===== config.mk =====
export PLATFORM = sky130hd
export DESIGN_NAME = gpio_irq_core_flat
export DESIGN_NICKNAME = d
export VERILOG_FILES = /design/src/rtl/gpio_pkg.sv /design/src/rtl/gpio_irq_core_if.sv /design/src/rtl/gpio_pin_cond.sv /design/src/rtl/gpio_irq_core.sv /design/src/flat_wrapper.sv
export SDC_FILE = /design/constraint.sdc
export NUM_CORES = 1
export LEC_CHECK = 0
export CAP_MARGIN = 20
export CELL_PAD_IN_SITES_DETAIL_PLACEMENT = 1
export CELL_PAD_IN_SITES_GLOBAL_PLACEMENT = 1
export CORE_UTILIZATION = 38
export DETAILED_ROUTE_END_ITERATION = 10
export GPL_TIMING_DRIVEN = 0
export HOLD_SLACK_MARGIN = 0.05
export PLACE_DENSITY = 0.8
export SLEW_MARGIN = 20
export SYNTH_ARGS = -nofsm -noshare
export SYNTH_HDL_FRONTEND = slang
export SYNTH_HIERARCHICAL = 1
export SYNTH_SLANG_ARGS = --single-unit

===== constraint.sdc =====
create_clock -name clk -period 1.8 [get_ports clk]
set_input_delay 0.18 -clock clk [delete_from_list [all_inputs] [get_ports clk]]
set_output_delay 0.18 -clock clk [all_outputs]
set_load 0.03 [all_outputs]

===== src/rtl/gpio_pkg.sv =====
// Shared constants and types for the GPIO interrupt core: bus width, register address
// type and the register map.
package gpio_pkg;

  localparam int unsigned GPIO_BUS_WIDTH = 32;

  typedef logic [4:0] gpio_addr_t;

  localparam gpio_addr_t GPIO_REG_IN   = 5'd0;
  localparam gpio_addr_t GPIO_REG_OUT  = 5'd1;
  localparam gpio_addr_t GPIO_REG_DIR  = 5'd2;
  localparam gpio_addr_t GPIO_REG_IE   = 5'd3;
  localparam gpio_addr_t GPIO_REG_RISE = 5'd4;
  localparam gpio_addr_t GPIO_REG_FALL = 5'd5;
  localparam gpio_addr_t GPIO_REG_STAT = 5'd6;

endpackage


===== src/rtl/gpio_irq_core_if.sv =====
// Register bus between a bus master and the GPIO interrupt core; rd_data is combinational
// in the slave.
interface gpio_irq_core_if;
  import gpio_pkg::*;

  logic                      cs;
  logic                      read;
  logic                      write;
  gpio_addr_t                reg_addr;
  logic [GPIO_BUS_WIDTH-1:0] wr_data;
  logic [GPIO_BUS_WIDTH-1:0] rd_data;

  modport master (
    output cs, read, write, reg_addr, wr_data,
    input  rd_data
  );

  modport slave (
    input  cs, read, write, reg_addr, wr_data,
    output rd_data
  );

endinterface


===== src/rtl/gpio_pin_cond.sv =====
// Single-pin conditioner: 2-flop synchroniser, optional debounce filter (GPIO_DEBOUNCE_EN)
// and unmasked rise/fall detection against the previous conditioned level.
module gpio_pin_cond
`ifdef GPIO_DEBOUNCE_EN
#(
  parameter int unsigned DEBOUNCE_CYCLES = 16
)
`endif
(
  input  logic clk,
  input  logic reset,
  input  logic pin,
  output logic level,
  output logic rise,
  output logic fall
);

  logic s1_q;
  logic s2_q;
  logic prev_q;
  logic filt;

  always_ff @(posedge clk) begin
    if (reset) begin
      s1_q   <= 1'b0;
      s2_q   <= 1'b0;
      prev_q <= 1'b0;
    end else begin
      s1_q   <= pin;
      s2_q   <= s1_q;
      prev_q <= filt;
    end
  end

`ifdef GPIO_DEBOUNCE_EN
  localparam int unsigned CntW = $clog2(DEBOUNCE_CYCLES + 1);

  logic [CntW-1:0] cnt_q;
  logic            filt_q;

  // The filtered level only moves after the synchronised input has disagreed with it
  // for DEBOUNCE_CYCLES consecutive cycles; any agreement restarts the count.
  always_ff @(posedge clk) begin
    if (reset) begin
      cnt_q  <= '0;
      filt_q <= 1'b0;
    end else if (s2_q == filt_q) begin
      cnt_q  <= '0;
    end else if (cnt_q == CntW'(DEBOUNCE_CYCLES - 1)) begin
      cnt_q  <= '0;
      filt_q <= s2_q;
    end else begin
      cnt_q  <= cnt_q + CntW'(1);
    end
  end

  assign filt = filt_q;
`else
  assign filt = s2_q;
`endif

  assign level = filt;
  assign rise  = filt & ~prev_q;
  assign fall  = ~filt & prev_q;

endmodule


===== src/rtl/gpio_irq_core.sv =====
// Parametrised GPIO core with per-bit direction, edge-triggered sticky W1C status and a
// level irq. Define GPIO_DEBOUNCE_EN to add a per-pin debounce filter on the input path.
module gpio_irq_core
  import gpio_pkg::*;
#(
  parameter int unsigned DATA_WIDTH      = 12,
  parameter int unsigned DEBOUNCE_CYCLES = 16
) (
  input  logic                  clk,
  input  logic                  reset,
  gpio_irq_core_if.slave        bus,
  input  logic [DATA_WIDTH-1:0] data_in,
  output logic [DATA_WIDTH-1:0] data_out,
  output logic [DATA_WIDTH-1:0] data_oe,
  output logic                  irq
);

  if (DATA_WIDTH < 1 || DATA_WIDTH > 32 || DEBOUNCE_CYCLES < 1) begin : g_param_check
    $error("gpio_irq_core: DATA_WIDTH must be 1..32 and DEBOUNCE_CYCLES at least 1");
  end

  logic [DATA_WIDTH-1:0] level;
  logic [DATA_WIDTH-1:0] rise_e;
  logic [DATA_WIDTH-1:0] fall_e;

  for (genvar i = 0; i < DATA_WIDTH; i++) begin : g_pin
`ifdef GPIO_DEBOUNCE_EN
    gpio_pin_cond #(
      .DEBOUNCE_CYCLES(DEBOUNCE_CYCLES)
    ) u_pin_cond (
      .clk  (clk),
      .reset(reset),
      .pin  (data_in[i]),
      .level(level[i]),
      .rise (rise_e[i]),
      .fall (fall_e[i])
    );
`else
    gpio_pin_cond u_pin_cond (
      .clk  (clk),
      .reset(reset),
      .pin  (data_in[i]),
      .level(level[i]),
      .rise (rise_e[i]),
      .fall (fall_e[i])
    );
`endif
  end

  logic [DATA_WIDTH-1:0] out_q;
  logic [DATA_WIDTH-1:0] dir_q;
  logic [DATA_WIDTH-1:0] ie_q;
  logic [DATA_WIDTH-1:0] rise_q;
  logic [DATA_WIDTH-1:0] fall_q;
  logic [DATA_WIDTH-1:0] stat_q;
  logic [DATA_WIDTH-1:0] stat_d;
  logic                  irq_q;

  logic                  wr_en;
  logic [DATA_WIDTH-1:0] wd;
  logic [DATA_WIDTH-1:0] set;
  logic [DATA_WIDTH-1:0] clr;

  assign wr_en = bus.cs & bus.write;
  assign wd    = bus.wr_data[DATA_WIDTH-1:0];

  // Output pins never raise status, whatever the edge masks say.
  assign set = ((rise_e & rise_q) | (fall_e & fall_q)) & ~dir_q;
  assign clr = (wr_en && bus.reg_addr == GPIO_REG_STAT) ? wd : '0;

  // Set is applied after the clear so a same-cycle event is never lost.
  assign stat_d = (stat_q & ~clr) | set;

  always_ff @(posedge clk) begin
    if (reset) begin
      out_q  <= '0;
      dir_q  <= '0;
      ie_q   <= '0;
      rise_q <= '0;
      fall_q <= '0;
      stat_q <= '0;
      irq_q  <= 1'b0;
    end else begin
      if (wr_en) begin
        case (bus.reg_addr)
          GPIO_REG_OUT:  out_q  <= wd;
          GPIO_REG_DIR:  dir_q  <= wd;
          GPIO_REG_IE:   ie_q   <= wd;
          GPIO_REG_RISE: rise_q <= wd;
          GPIO_REG_FALL: fall_q <= wd;
          default: ;
        endcase
      end
      stat_q <= stat_d;
      irq_q  <= |(stat_q & ie_q);
    end
  end

  logic [GPIO_BUS_WIDTH-1:0] rd;

  always_comb begin
    rd = '0;
    if (bus.cs && bus.read) begin
      case (bus.reg_addr)
        GPIO_REG_IN:   rd[DATA_WIDTH-1:0] = level;
        GPIO_REG_OUT:  rd[DATA_WIDTH-1:0] = out_q;
        GPIO_REG_DIR:  rd[DATA_WIDTH-1:0] = dir_q;
        GPIO_REG_IE:   rd[DATA_WIDTH-1:0] = ie_q;
        GPIO_REG_RISE: rd[DATA_WIDTH-1:0] = rise_q;
        GPIO_REG_FALL: rd[DATA_WIDTH-1:0] = fall_q;
        GPIO_REG_STAT: rd[DATA_WIDTH-1:0] = stat_q;
        default: ;
      endcase
    end
  end

  assign bus.rd_data = rd;
  assign data_out    = out_q;
  assign data_oe     = dir_q;
  assign irq         = irq_q;

endmodule


===== src/flat_wrapper.sv =====
// flat-port wrapper written by rule: the top's interface ports become plain ports
module gpio_irq_core_flat import gpio_pkg::*;
#(
  parameter int unsigned DATA_WIDTH      = 12,
  parameter int unsigned DEBOUNCE_CYCLES = 16
)
  (clk, reset, data_in, data_out, data_oe, irq, bus_cs, bus_read, bus_write, bus_reg_addr, bus_wr_data, bus_rd_data);
  gpio_irq_core_if bus_i ();
  input  logic clk;
  input  logic reset;
  input  logic [DATA_WIDTH-1:0] data_in;
  output logic [DATA_WIDTH-1:0] data_out;
  output logic [DATA_WIDTH-1:0] data_oe;
  output logic irq;
  input wire logic [$bits(bus_i.cs)-1:0] bus_cs;
  input wire logic [$bits(bus_i.read)-1:0] bus_read;
  input wire logic [$bits(bus_i.write)-1:0] bus_write;
  input wire logic [$bits(bus_i.reg_addr)-1:0] bus_reg_addr;
  input wire logic [$bits(bus_i.wr_data)-1:0] bus_wr_data;
  output wire logic [$bits(bus_i.rd_data)-1:0] bus_rd_data;
  assign bus_i.cs = bus_cs;
  assign bus_i.read = bus_read;
  assign bus_i.write = bus_write;
  assign bus_i.reg_addr = bus_reg_addr;
  assign bus_i.wr_data = bus_wr_data;
  assign bus_rd_data = bus_i.rd_data;
  gpio_irq_core #(.DATA_WIDTH(DATA_WIDTH), .DEBOUNCE_CYCLES(DEBOUNCE_CYCLES)) u_core (.clk(clk), .reset(reset), .bus(bus_i), .data_in(data_in), .data_out(data_out), .data_oe(data_oe), .irq(irq));
endmodule

==> impl_metrics.csv <==
group,metric,value,unit
synth,synth_top_family_by_area,"simple AND/OR/NAND/NOR gates",
job,maxCapViolCount,0,
global_route,overflow,0,
die,initial_core_util,0.398,
critical_path,worst_ep_required_time,1.62,ns
pwr,internal_power,3.76,mW
critical_path,cp-end-kind,"primary output",
clock_tree,h-tree-depth,3,
critical_path,worstSetupPathType,"input pin to primary output",
clock_tree,path_clk_slew,0.06,ns
synth,synth_ff_type,"dfxtp_1",
die,core,0.0122,mm²
global_route,track_usage,0.252,
clock_tree,cts_buffers,9,
sta,slew_headroom,0.420,
synth,synth.most_common_cell,"dfxtp_1",
die,fp.dieArea,0.0132,mm²
synth,synth_top_cell_by_area,"dfxtp_1",
run_status,status,"finished with violations",
sta,max_freq,0.553,GHz
synth,synth-seq-area-share,0.449,
placement,dp_hpwl,10400,µm
synth,yosys-top-cells-count,"dfxtp_1 (109), nor2_1 (90), mux2i_1 (70)",
die,rows,40,
critical_path,worstPathArrival,1.63,ns
final_layout,fin_cells,786,
global_route,grt_max_degree,24,
synth,synthSimpleGateAreaFrac,0.213,
global_route,grt_pass1_wl,24400,µm
pwr,combPwrFrac,0.098,
final_layout,fillCellCount,1405,
pwr,pwr_density_cell,773,mW/mm²
placement,post-place-ws,-1.41,ns
synth,synth.area.top_cells,"dfxtp_1 (45%), mux2i_1 (14%), nor2b_1 (8.1%)",
pwr,power_frac_clock,0.401,
die,fp.dieH,115,µm
sta,fin_crit_sh,1.01,
pwr,p_switching,1.18,mW
run_status,violations,"negative setup slack",
sta,hold_viol,0,
route,finalWirelength,15900,µm
clock_tree,clk-insertion-delay-late,0.35,ns
synth,synthXorXnorAreaFrac,0,
global_route,antenna_found_initial,0,
min_path,hold_class,"input pin to register",
placement,dp.cells,762,
clock_tree,holdBufCountCts,0,
final_layout,area_growth,31.5,%
placement,gp_congestion,0.870,
die,die_w,115,µm
clock_tree,cts_root_buffer,"clkbuf_16",
final_layout,diodes,0,
sta,setup_viol,1,
synth,synth-compound-area-share,0.110,
final_layout,final_core_util,0.523,
final_layout,final_layout_size_suffix_gt1_frac,0.189,
route,drc,0,
sta,finalMaxSlewViolations,0,
sta,tightest_slew,0.870,ns
pwr,ir_drop,0.505,mV
sta,period_needed,1.81,ns
synth,yosys_warnings,6,
die,pin_count,111,
clock_tree,cts.sinks,109,
route,drt_pre_antenna_iters,4,
route,drtIter0Drc,253,
clock_tree,cts_tree,"yes",
clock_tree,clockBufferDepth,2,
final_layout,finalNetCount,667,
route,ant_nets,0,
pwr,p_sw_frac,0.239,
placement,io_buffers,68,
synth,yosys.area_share.adder,0,
sta,skew,0.00561,ns
pwr,leakagePower,2.43,nW
synth,synthesis.area,0.00485,mm²
critical_path,crit_fanout,10,
synth,synth.avg_cell_area,9.59,µm²
route,wire_per_inst,20.3,µm
synth,synthArstFlopShare,0,
final_layout,seqCellArea,0.00219,mm²
pwr,power_frac_seq,0.501,
synth,ys_ff_latch,109,
synth,syn_inst,506,
sta,worst_slack,-0.00909,ns
final_layout,multi_input_area,0.00256,mm²
synth,muxShareOfSynthArea,0.163,
route,vias_per_cell,5.39,
sta,finalSetupTns,-0.00909,ns
synth,netlist.area_leader.share,0.449,
route,vias,4237,
global_route,grt_pass1_vias,4383,
synth,yosysUniqueCellTypes,33,
synth,synth-edff-count,0,
sta,hold_ws,0.252,ns
critical_path,start_kind,"input pin",
critical_path,ff2ff_setup_slack,0.51,ns
-- worst paths after layout --
check | start | endpoint | depth (start not counted)
worst max-delay path | bus_reg_addr[2] | bus_rd_data[4] | 7
worst min-delay path | reset | u_core/g_pin[2].u_pin_cond/level$_SDFF_PP0_ | 2
worst max register to register | u_core/stat_q[9]$_SDFF_PP0_ | u_core/irq$_SDFF_PP0_ | 3
worst min register to register | u_core/g_pin[7].u_pin_cond/s1_q$_SDFF_PP0_ | u_core/g_pin[7].u_pin_cond/level$_SDFF_PP0_ | 1
-- power groups by stage --
stage          combinational (mW)  sequential [mW]  clock [mW]
4_1_cts                     0.472             2.47        2.02
2_1_floorplan               0.244             2.52           0
3_3_place_gp                0.427             2.52           0
6_report                    0.483             2.47        1.98
5_1_grt                     0.509             2.47        2.12
3_5_place_dp                0.440             2.53           0
-- layout make-up --
type                            instances  share of cell area
Multi-Input combinational cell        366               0.401
Sequential cell                       109               0.342
Buffer                                 48              0.0549
Timing Repair Buffer                   79               0.122
Clock inverter                          4             0.00745
Clock buffer                           12              0.0386
Tap cell                              168              0.0329
-- layout by cell type (no fill, tap or decap), types with 3 or more instances in the layout --
| cell | netlist | final |
|---|---|---|
| dfxtp_2 | 0 | 3 |
| nor2_1 | 90 | 89 |
| a32oi_1 | 7 | 4 |
| a21oi_1 | 14 | 13 |
| mux2i_1 | 70 | 70 |
| conb_1 | 1 | 20 |
| dfxtp_1 | 109 | 106 |
| nand3_1 | 13 | 13 |
| a21o_1 | 7 | 7 |
| o2bb2ai_1 | 4 | 4 |
| a22oi_1 | 26 | 26 |
| buf_2 | 6 | 15 |
| buf_6 | 5 | 13 |
| nor2b_1 | 63 | 62 |
| a22o_1 | 4 | 4 |
| a31oi_2 | 0 | 4 |
| clkbuf_16 | 0 | 10 |
| a31oi_4 | 0 | 3 |
| a221oi_1 | 3 | 3 |
| clkdlybuf4s50_1 | 0 | 52 |
| buf_4 | 20 | 30 |
| clkbuf_1 | 18 | 10 |
| nand2_1 | 11 | 11 |
| mux4_2 | 4 | 4 |
| or2_2 | 9 | 9 |
-- logic make-up (layout without fill, tap and decap cells) --
logic type	after synthesis	after routing
buffers and inverters	50	143
AO/OA/AOI/OAI	74	74
flip-flops	109	109
multiplexers	74	74
other	1	20
AND/OR/NAND/NOR	198	198
-- per-stage QoR --
step	power (mW)	instance area [µm²]
6_report	4.94	6390
5_1_grt	5.10	6390
4_1_cts	4.96	6340
3_5_place_dp	2.97	5880
3_3_place_gp	2.95	5860
2_1_floorplan	2.77	4970
-- per-layer routing --
metal,vias to the layer above,global-route usage,wire (µm)
met2,170,0.418,7530
met1,2092,0.309,6770
li1,1933,-,-
met5,-,0,0
met3,42,0.0643,1080
met4,0,0.106,557
-- critical path, stage by stage --
cell,delay [ns]
buf_4,0.19
nor2b_1,0.21
buf_4,0.24
a22oi_1,0.11
or2_2,0.32
a31oi_4,0.22
buf_6,0.16
-- flip-flops by register name, indices dropped and copies added (netlist names) --
name,cells
u_core/g_pin.u_pin_cond/prev_q,12
u_core/data_out,12
u_core/g_pin.u_pin_cond/level,12
u_core/rise_q,12
u_core/stat_q,12
u_core/ie_q,12
u_core/g_pin.u_pin_cond/s1_q,12
u_core/fall_q,12
u_core/data_oe,12
u_core/irq,1
-- timing repair --
| action | 4_1_cts | 5_1_grt |
|---|---|---|
| pin swaps | 4 | 6 |
| buffers inserted | 6 | 1 |
| setup endpoints to repair | 67 | 11 |
| gates resized for setup | 114 | 18 |
| cloned | 2 | 1 |
Power figures use the tool's default switching activity.
